**src/rtl/fb_pkg.sv**
```systemverilog
// Shared constants, FSM state type, request record and clipping helpers
// for the rectangle-fill scheduler.
package fb_pkg;

  localparam int H_RES   = 640;
  localparam int V_RES   = 480;
  localparam int PIXEL_W = 8;
  localparam int ADDR_W  = 19;
  localparam int X_W     = 10;
  localparam int Y_W     = 9;

  // Sized copies so comparisons and arithmetic stay width-matched.
  localparam logic [X_W-1:0]    H_RES_X = X_W'(H_RES);
  localparam logic [Y_W-1:0]    V_RES_Y = Y_W'(V_RES);
  localparam logic [ADDR_W-1:0] H_RES_A = ADDR_W'(H_RES);

  typedef enum logic [1:0] {IDLE, SETUP, RUN, DONE} state_e;

  typedef struct packed {
    logic [X_W-1:0]     x0;
    logic [Y_W-1:0]     y0;
    logic [X_W-1:0]     w;
    logic [Y_W-1:0]     h;
    logic [PIXEL_W-1:0] color;
  } fill_req_t;

  // Width actually written: zero when the rectangle starts off-screen,
  // otherwise truncated at the right edge.
  function automatic logic [X_W-1:0] clip_w(input logic [X_W-1:0] x0,
                                            input logic [X_W-1:0] w);
    logic [X_W-1:0] room;
    room = H_RES_X - x0;
    if (x0 >= H_RES_X) return '0;
    return (w < room) ? w : room;
  endfunction

  // Height actually written, truncated at the bottom edge.
  function automatic logic [Y_W-1:0] clip_h(input logic [Y_W-1:0] y0,
                                            input logic [Y_W-1:0] h);
    logic [Y_W-1:0] room;
    room = V_RES_Y - y0;
    if (y0 >= V_RES_Y) return '0;
    return (h < room) ? h : room;
  endfunction

endpackage

```
**src/rtl/fb_fill_scheduler_if.sv**
```systemverilog
// Request and framebuffer-write bundle of the fill scheduler. The slave
// modport is the scheduler; master is the requester/framebuffer side.
interface fb_fill_scheduler_if;
  import fb_pkg::*;

  logic [1:0]           req_valid;
  logic [1:0]           req_ready;
  logic [2*X_W-1:0]     req_x0;
  logic [2*Y_W-1:0]     req_y0;
  logic [2*X_W-1:0]     req_w;
  logic [2*Y_W-1:0]     req_h;
  logic [2*PIXEL_W-1:0] req_color;
  logic [1:0]           done;
  logic                 busy;
  logic                 fb_valid;
  logic                 fb_ready;
  logic [ADDR_W-1:0]    fb_addr;
  logic [PIXEL_W-1:0]   fb_data;

  modport master (
    output req_valid, req_x0, req_y0, req_w, req_h, req_color, fb_ready,
    input  req_ready, done, busy, fb_valid, fb_addr, fb_data
  );

  modport slave (
    input  req_valid, req_x0, req_y0, req_w, req_h, req_color, fb_ready,
    output req_ready, done, busy, fb_valid, fb_addr, fb_data
  );

endinterface

```
**src/rtl/fb_rr_arbiter2.sv**
```systemverilog
// Two-way round-robin arbiter. When both requesters are valid the one that
// was not granted last wins; a lone requester always wins.
module fb_rr_arbiter2 (
  input  logic       clk,
  input  logic       reset_n,
  input  logic [1:0] valid_i,
  input  logic       en_i,
  output logic       grant_o,
  output logic [1:0] ready_o
);

  logic last_grant_q;
  logic last_grant_d;
  logic grant;

  // Pick the requester to serve this cycle.
  always_comb begin
    grant = valid_i[1];
    if (valid_i == 2'b11) grant = ~last_grant_q;
  end

  for (genvar gi = 0; gi < 2; gi++) begin : g_ready
    assign ready_o[gi] = en_i & valid_i[gi] & (grant == 1'(gi));
  end

  assign grant_o      = grant;
  assign last_grant_d = (|ready_o) ? grant : last_grant_q;

  // Remember the last accepted requester; reset favours requester 0 first.
  always_ff @(posedge clk or negedge reset_n) begin
    if (!reset_n) last_grant_q <= 1'b1;
    else          last_grant_q <= last_grant_d;
  end

endmodule

```
**src/rtl/fb_fill_scheduler.sv**
```systemverilog
// Rectangle-fill engine in front of the framebuffer write port: arbitrates
// two requesters, clips the rectangle to the screen and streams one pixel
// write per accepted cycle using linear addresses y*H_RES + x.
module fb_fill_scheduler
  import fb_pkg::*;
(
  input  logic               clk,
  input  logic               reset_n,
  fb_fill_scheduler_if.slave fill_if
);

  state_e             state_q;
  fill_req_t          req_q;
  logic               grant_q;
  logic [X_W-1:0]     eff_w_q;
  logic [Y_W-1:0]     eff_h_q;
  logic [X_W-1:0]     col_q;
  logic [Y_W-1:0]     row_q;
  logic [ADDR_W-1:0]  row_base_q;
  logic               fb_valid_q;
  logic [ADDR_W-1:0]  fb_addr_q;
  logic [PIXEL_W-1:0] fb_data_q;
  logic [1:0]         done_q;

  fill_req_t          req_in [2];
  logic [X_W-1:0]     eff_w_d;
  logic [Y_W-1:0]     eff_h_d;
  logic [ADDR_W-1:0]  row_base_d;
  logic               arb_en;
  logic               arb_grant;
  logic [1:0]         arb_ready;
  logic               accept;
  logic               last_col;
  logic               last_row;

  for (genvar gi = 0; gi < 2; gi++) begin : g_unpack
    assign req_in[gi] = {fill_if.req_x0[gi*X_W +: X_W],
                         fill_if.req_y0[gi*Y_W +: Y_W],
                         fill_if.req_w[gi*X_W +: X_W],
                         fill_if.req_h[gi*Y_W +: Y_W],
                         fill_if.req_color[gi*PIXEL_W +: PIXEL_W]};
  end

  // Ready is only offered while idle and out of reset.
  assign arb_en = (state_q == IDLE) && reset_n;

  fb_rr_arbiter2 u_arb (
    .clk     (clk),
    .reset_n (reset_n),
    .valid_i (fill_if.req_valid),
    .en_i    (arb_en),
    .grant_o (arb_grant),
    .ready_o (arb_ready)
  );

  assign accept = |arb_ready;

  // Clipped extents and first-row address, consumed in SETUP.
  assign eff_w_d    = clip_w(req_q.x0, req_q.w);
  assign eff_h_d    = clip_h(req_q.y0, req_q.h);
  assign row_base_d = ADDR_W'(req_q.y0) * H_RES_A + ADDR_W'(req_q.x0);

  assign last_col = (col_q == eff_w_q - X_W'(1));
  assign last_row = (row_q == eff_h_q - Y_W'(1));

  // Fill FSM: accept, clip, stream pixels row by row, then pulse done.
  always_ff @(posedge clk or negedge reset_n) begin
    if (!reset_n) begin
      state_q    <= IDLE;
      req_q      <= '0;
      grant_q    <= 1'b0;
      eff_w_q    <= '0;
      eff_h_q    <= '0;
      col_q      <= '0;
      row_q      <= '0;
      row_base_q <= '0;
      fb_valid_q <= 1'b0;
      fb_addr_q  <= '0;
      fb_data_q  <= '0;
      done_q     <= 2'b00;
    end else begin
      done_q <= 2'b00;
      case (state_q)
        IDLE: begin
          if (accept) begin
            req_q   <= req_in[arb_grant];
            grant_q <= arb_grant;
            state_q <= SETUP;
          end
        end
        SETUP: begin
          eff_w_q    <= eff_w_d;
          eff_h_q    <= eff_h_d;
          row_base_q <= row_base_d;
          col_q      <= '0;
          row_q      <= '0;
          if (eff_w_d == '0 || eff_h_d == '0) begin
            done_q[grant_q] <= 1'b1;
            state_q         <= DONE;
          end else begin
            fb_addr_q  <= row_base_d;
            fb_data_q  <= req_q.color;
            fb_valid_q <= 1'b1;
            state_q    <= RUN;
          end
        end
        RUN: begin
          if (fb_valid_q && fill_if.fb_ready) begin
            if (!last_col) begin
              col_q     <= col_q + X_W'(1);
              fb_addr_q <= fb_addr_q + ADDR_W'(1);
            end else if (!last_row) begin
              col_q      <= '0;
              row_q      <= row_q + Y_W'(1);
              row_base_q <= row_base_q + H_RES_A;
              fb_addr_q  <= row_base_q + H_RES_A;
            end else begin
              fb_valid_q      <= 1'b0;
              done_q[grant_q] <= 1'b1;
              state_q         <= DONE;
            end
          end
        end
        DONE: begin
          state_q <= IDLE;
        end
        default: state_q <= IDLE;
      endcase
    end
  end

  assign fill_if.req_ready = arb_ready;
  assign fill_if.done      = done_q;
  assign fill_if.busy      = (state_q != IDLE);
  assign fill_if.fb_valid  = fb_valid_q;
  assign fill_if.fb_addr   = fb_addr_q;
  assign fill_if.fb_data   = fb_data_q;

endmodule
```
**src/flat_wrapper.sv**
```systemverilog
// flat-port wrapper written by rule: the top's interface ports become plain ports
module fb_fill_scheduler_flat import fb_pkg::*;
  (clk, reset_n, fill_if_req_valid, fill_if_req_x0, fill_if_req_y0, fill_if_req_w, fill_if_req_h, fill_if_req_color, fill_if_fb_ready, fill_if_req_ready, fill_if_done, fill_if_busy, fill_if_fb_valid, fill_if_fb_addr, fill_if_fb_data);
  fb_fill_scheduler_if fill_if_i ();
  input  logic clk;
  input  logic reset_n;
  input wire logic [$bits(fill_if_i.req_valid)-1:0] fill_if_req_valid;
  input wire logic [$bits(fill_if_i.req_x0)-1:0] fill_if_req_x0;
  input wire logic [$bits(fill_if_i.req_y0)-1:0] fill_if_req_y0;
  input wire logic [$bits(fill_if_i.req_w)-1:0] fill_if_req_w;
  input wire logic [$bits(fill_if_i.req_h)-1:0] fill_if_req_h;
  input wire logic [$bits(fill_if_i.req_color)-1:0] fill_if_req_color;
  input wire logic [$bits(fill_if_i.fb_ready)-1:0] fill_if_fb_ready;
  output wire logic [$bits(fill_if_i.req_ready)-1:0] fill_if_req_ready;
  output wire logic [$bits(fill_if_i.done)-1:0] fill_if_done;
  output wire logic [$bits(fill_if_i.busy)-1:0] fill_if_busy;
  output wire logic [$bits(fill_if_i.fb_valid)-1:0] fill_if_fb_valid;
  output wire logic [$bits(fill_if_i.fb_addr)-1:0] fill_if_fb_addr;
  output wire logic [$bits(fill_if_i.fb_data)-1:0] fill_if_fb_data;
  assign fill_if_i.req_valid = fill_if_req_valid;
  assign fill_if_i.req_x0 = fill_if_req_x0;
  assign fill_if_i.req_y0 = fill_if_req_y0;
  assign fill_if_i.req_w = fill_if_req_w;
  assign fill_if_i.req_h = fill_if_req_h;
  assign fill_if_i.req_color = fill_if_req_color;
  assign fill_if_i.fb_ready = fill_if_fb_ready;
  assign fill_if_req_ready = fill_if_i.req_ready;
  assign fill_if_done = fill_if_i.done;
  assign fill_if_busy = fill_if_i.busy;
  assign fill_if_fb_valid = fill_if_i.fb_valid;
  assign fill_if_fb_addr = fill_if_i.fb_addr;
  assign fill_if_fb_data = fill_if_i.fb_data;
  fb_fill_scheduler u_core (.clk(clk), .reset_n(reset_n), .fill_if(fill_if_i));
endmodule
```
**config.mk**
```make
export PLATFORM = sky130hd
export DESIGN_NAME = fb_fill_scheduler_flat
export DESIGN_NICKNAME = d
export VERILOG_FILES = /design/src/rtl/fb_pkg.sv /design/src/rtl/fb_fill_scheduler_if.sv /design/src/rtl/fb_rr_arbiter2.sv /design/src/rtl/fb_fill_scheduler.sv /design/src/flat_wrapper.sv
export SDC_FILE = /design/constraint.sdc
export NUM_CORES = 1
export LEC_CHECK = 0
export CAP_MARGIN = 20
export CORE_UTILIZATION = 56
export CTS_CLUSTER_DIAMETER = 150
export DETAILED_ROUTE_END_ITERATION = 8
export PLACE_DENSITY = 0.82
export SLEW_MARGIN = 10
export SYNTH_ARGS = -nofsm -noshare
export SYNTH_HDL_FRONTEND = slang
export SYNTH_SLANG_ARGS = --single-unit
```
**constraint.sdc**
```tcl
create_clock -name clk -period 4.95 [get_ports clk]
set_input_delay 0.99 -clock clk [delete_from_list [all_inputs] [get_ports clk]]
set_output_delay 0.99 -clock clk [all_outputs]
set_load 0.02 [all_outputs]
```
# Word level (Yosys, flattened, before mapping)

Cells that the tools add are included.

Bits in registers: 137

$add $sub $neg: 9
Multiply operators: 1
Order comparisons: 7
Eq/ne operators: 13
Muxes and demuxes: 46
Bitwise operators: 8
Reduce and logical (&&, ||, !) cells: 17

Operators by type and width:

| kind                   | count |
|---|---|
| $mux 46                | 3 |
| $mux 19                | 6 |
| $pmux 19 s2            | 2 |
| $mux 10                | 6 |
| $mux 9                 | 6 |
| $pmux 10 s2            | 1 |
| $add 19x1->19 const B  | 1 |
| $add 19x10->19         | 1 |
| $add 19x10->19 const B | 1 |
| $pmux 9 s2             | 1 |
| $mux 2                 | 8 |
| $mul 9x3->12 const B   | 1 |
| $reduce_and 4->1       | 3 |
| $add 10x1->10 const B  | 1 |
| $eq 10x10->1           | 1 |
| $ge 10x10->1 const B   | 1 |
| $logic_not 10->1       | 1 |
| $lt 10x10->1           | 1 |
| $sub 10x1->10 const B  | 1 |
| $sub 10x10->10 const A | 1 |
| $add 9x1->9 const B    | 1 |
| $eq 9x9->1             | 1 |
| $ge 9x9->1 const B     | 1 |
| $logic_not 9->1        | 1 |
| other kinds (27)       | 50 |

# Logic depth before layout (Yosys ltp)

Word-level depth: 8
Gate-level depth with buffers: 17
Mapped depth without buffers: 14

# Cells and area by module

Synthesis repeated with hierarchy kept, for this count alone.

Cell total of the unflattened synthesis: 1033
Area total of the unflattened synthesis: 9494.1 um2

By module, submodules not included:

| module            | times used | cells each | area each (um2) | sequential area each (um2) |
|---|---|---|---|---|
| fb_fill_scheduler | 1          | 1025       | 9426.5          | 3403.3 |
| fb_rr_arbiter2    | 1          | 8          | 67.6            | 26.3 |

# Worst setup path after synthesis

No wires, ideal clock.

Kind: register -> register
From: reg u_core.req_q[28] in the netlist's numbering
To: reg u_core.fb_addr_q[10], in the netlist u_core.fill_if.fb_addr[10]
Library setup time: 0.125 ns
Arrival: 3.788 ns
Data required time: 4.825 ns
Slack: 1.037 ns
Stages on the path, launching flop included: 15
Buffers on the path: 1
Period minus slack after synthesis: 3.913 ns
Path through: dfrtp_1 inv_1 ha_1 nor4b_1 nor2_1 xor2_1 ha_1 and3_1 a221o_1 a31oi_1 nor4_1 o41ai_1 and2_1 buf_4 mux2_2

Longest elaborated chain between the ends: 8
Elaborated cells on any way between the ends: 14

RTL lines:

| item                                                   | RTL line                 | text |
|---|---|---|
| from (decl)                                            | fb_fill_scheduler.sv:13  | `fill_req_t req_q;` |
| from (signal assigned)                                 | fb_fill_scheduler.sv:86  | `req_q <= req_in[arb_grant];` |
| branches (longest 8 deep; another with $add 19x10->19) | -                        |  |
| to (signal assigned)                                   | fb_fill_scheduler.sv:101 | `fb_addr_q <= row_base_d;` |
| to (signal assigned)                                   | fb_fill_scheduler.sv:111 | `fb_addr_q <= fb_addr_q + ADDR_W'(1);` |
| to (signal assigned)                                   | fb_fill_scheduler.sv:116 | `fb_addr_q <= row_base_q + H_RES_A;` |
| to (decl)                                              | fb_fill_scheduler.sv:21  | `logic [ADDR_W-1:0] fb_addr_q;` |

Parallel ways; which one is timed is not known. The select of a mux whose other input is x is not followed.
A chain may end at the register's enable or synchronous reset.

# Worst setup path after layout

Ends and elaborated chain as after synthesis.

==> flow_summary_export.csv <==
group,metric,value,unit
timing,final-hold-violation-count,0,
floorplanning,start_util,57.9,%
drt,wire_per_inst,17.4,um
setup_path,endpoint_kind,"register",
power,p_total,8.20,mW
floorplanning,die_width,131,um
clocking,cts_resized,0,
timing,drv_slew,0,
clocking,cts_setup_buffers,0,
clocking,h-tree-depth,4,
setup_path,crit_chain,"inv_1 > ha_1 > nor4b_1 > nor2_1 > xor2_1 > ha_1 > and3_1 > a221o_1 > a31oi_1 > nor4_1 > o41ai_2 > and2_1 > mux2_2",
finish,area_growth,22.5,%
synthesis,synth-main-ff-cell,"dfrtp_1",
synthesis,ys_ff_latch,137,
global_route,grt_pass1_vias,7930,
global_route,grt_max_degree,94,
setup_path,crit_fanout,14,
global_route,gr-usage-met1,39.7,%
floorplanning,coreArea,0.0160,mm^2
clocking,cts_max_path_buffers,2,
drt,totalWireLength,24.1,mm
global_route,grt_use_met2,48.7,%
global_route,grt_usage,30.2,%
global_route,met3_usage,7.17,%
synthesis,syn_area,0.00926,mm^2
timing,fin_setup_tns,0,ns
place,io_buffers,129,
synthesis,syn_avg_cell_area,8.78,um^2
setup_path,cp.arrival,4.71,ns
place,place_hpwl,17.4,mm
timing,max_freq,0.228,GHz
drt,drtIter0Drc,724,
timing,timing.final.crit_period,4.39,ns
setup_path,worstSetupPathType,"reg2reg",
setup_path,cp-start-kind,"register",
synthesis,ys_warn_count,0,
drt,drc,0,
synthesis,synth_edf_count,0,
finish,antenna_cells,0,
run_status,outcome,"completed",
clocking,clock_latency,0.43,ns
synthesis,synth.net_count,1201,
flow_run,drv_cap,0,
timing,max-slew-margin-rel,38.6,%
synthesis,async_flop_share,100,%
drt,avgViaCountPerCell,6.06,
setup_path,cpMostUsedCell,"ha_1",
power,leakage,5.01,nW
clocking,clock_sinks,137,
clocking,cts_tree,"built",
synthesis,yosysUniqueCellTypes,74,
setup_path,cp.buffers_inverters,1,
global_route,antenna_found_initial,0,
drt,postRouteAntennaNets,0,
synthesis,yosysSeqAreaShare,37.0,%
floorplanning,die-area,0.0171,mm^2
finish,nets,1305,
global_route,overflow,0,
drt,firstDrtPassIters,5,
timing,skew,0.00920,ns
timing,finalSetupViolCount,0,
setup_path,slowest_stage,"and2_1",
place,gp_congestion,0.948,
floorplanning,dieHeight,131,um
synthesis,syn_inst,1055,
clocking,hold_buffers,0,
power,vdd_drop_max,0.364,mV
setup_path,worstPathRequired,5.27,ns
clocking,clkSlewWorstSetupHoldPaths,0.07,ns
timing,fin_crit_sh,88.7,%
timing,rsz0062_at_grt,"no",
clocking,cts-root-buf,"clkbuf_16",
finish,drive_above_1_share,7.08,%
global_route,grt_pass1_wl,39.4,mm
min_path,hold_path.class,"in2async",
setup_path,crit_path_max_incr_delay,0.58,ns
floorplanning,core.rowCount,46,
floorplanning,ioPinCount,130,
timing,max_slew.worst_pin.slew,0.920,ns
finish,final_cell_mix,"dfrtp_1, clkdlybuf4s50_1, nand2_1",
global_route,top_usage_layer,"met2",
drt,vias,8416,
finish,final_common_cell,"dfrtp_1",
power,power.density,722,mW/mm^2
setup_path,critPathTopFamily,"simple AND/OR/NAND/NOR gates",
clocking,cts-buffers-inserted,17,
[power by group]
part,leakage [nW],switching (mW),total [mW],internal [mW]
logic,2.97,2.70,4.66,1.97
clock network,0.304,0.556,1.33,0.779
registers,1.73,0.610,2.20,1.59
[Yosys cell counts, drive strengths merged (4+ instances only)]
cell type / count / share of area (%)
o22ai: 26 / 1.8
a211oi: 7 / 0.57
a21oi: 62 / 3.3
or4: 8 / 0.65
clkbuf: 38 / 1.6
nand3: 33 / 1.8
nor3: 19 / 1.1
a31oi: 13 / 0.88
a21o: 11 / 0.89
nand3b: 5 / 0.41
nor4: 10 / 0.68
and3: 9 / 0.61
and4: 4 / 0.38
nor2b: 8 / 0.54
dfrtp: 136 / 37
nand4: 16 / 1.1
nand2: 117 / 4.7
and2: 5 / 0.34
o211ai: 13 / 1.1
mux2: 16 / 1.9
xor2: 34 / 3.2
mux2i: 60 / 6.5
o21ai: 88 / 4.8
buf: 20 / 1.0
ha: 47 / 6.3
nor2: 76 / 3.1
o31ai: 4 / 0.32
xnor2: 32 / 3.0
nand2b: 10 / 0.76
or3: 6 / 0.41
inv: 49 / 2.0
o21a: 8 / 0.65
nor3b: 5 / 0.41
or2: 6 / 0.41
[worst register-to-register path, stage by stage (launching register included)]
cell     delay, ns
dfrtp_1       0.43
inv_1         0.18
ha_1          0.28
nor4b_1       0.43
nor2_1        0.12
xor2_1        0.23
ha_1          0.29
and3_1        0.17
a221o_1       0.30
a31oi_1       0.22
nor4_1        0.12
o41ai_2       0.51
and2_1        0.58
mux2_2        0.41
[logic make-up (layout without fill, tap and decap cells)]
logic type | after synthesis | count (layout) | synth area share, %
flip-flops | 137 | 137 | 37.0
adder cells (fa/ha/maj) | 49 | 49 | 6.78
multiplexers | 76 | 76 | 8.43
AND/OR/NAND/NOR | 344 | 344 | 18.3
XOR/XNOR | 67 | 67 | 6.50
buffers and inverters | 107 | 224 | 4.54
AO/OA/AOI/OAI | 275 | 275 | 18.5
[stage by stage]
step	std cells	util (%)	instance area, um^2	setup slack (ns)	hold slack, ns
after floorplan	1055	-	9260	1.04	0.423
after global placement	1356	67.1	10700	0.818	0.458
after detailed placement	1356	67.1	10700	0.679	0.472
after CTS	1388	70.9	11400	0.652	0.422
after global routing	1388	70.9	11400	0.304	0.420
final	1388	70.9	11400	0.560	0.420
[flip-flops by register name (all words and copies together) (netlist names)]
name	count
u_core.state_q	2
u_core.fill_if.fb_valid	1
u_core.col_q	10
u_core.grant_q	1
u_core.fill_if.fb_data	8
u_core.u_arb.last_grant_q	1
u_core.eff_w_q	10
u_core.fill_if.fb_addr	19
u_core.eff_h_q	9
u_core.row_q	9
u_core.req_q	46
u_core.fill_if.done	2
u_core.row_base_q	19
[layer usage]
layer	share of wire (%)	up-vias
li1	-	4010
met1	42	4021
met2	48	341
met3	7.0	44
met4	2.4	0
met5	0	-
[final cells by class]
cell class | instances | area [um^2]
fill | 1232 | 4650
clock buffer | 18 | 439
inverter | 49 | 184
clock inverter | 14 | 178
sequential | 137 | 3430
timing repair buffer | 143 | 1400
tap | 216 | 270
multi-input combinational | 811 | 5450
[worst paths after layout]
kind	startpoint	to	slack [ns]	cells past startpoint
setup / recovery	u_core.req_q[28]	u_core.fill_if.fb_addr[10]	0.56	13
hold / removal	reset_n	u_core.row_q[4]	0.42	1
setup reg to reg	u_core.req_q[28]	u_core.fill_if.fb_addr[10]	0.56	13
hold reg to reg	u_core.req_q[6]	u_core.req_q[6]	0.48	2
max in group asynchronous	reset_n	u_core.row_base_q[5]	3.38	2
min in group clk	u_core.req_q[6]	u_core.req_q[6]	0.48	2
Note: power is estimated with default switching activity, not from simulation.
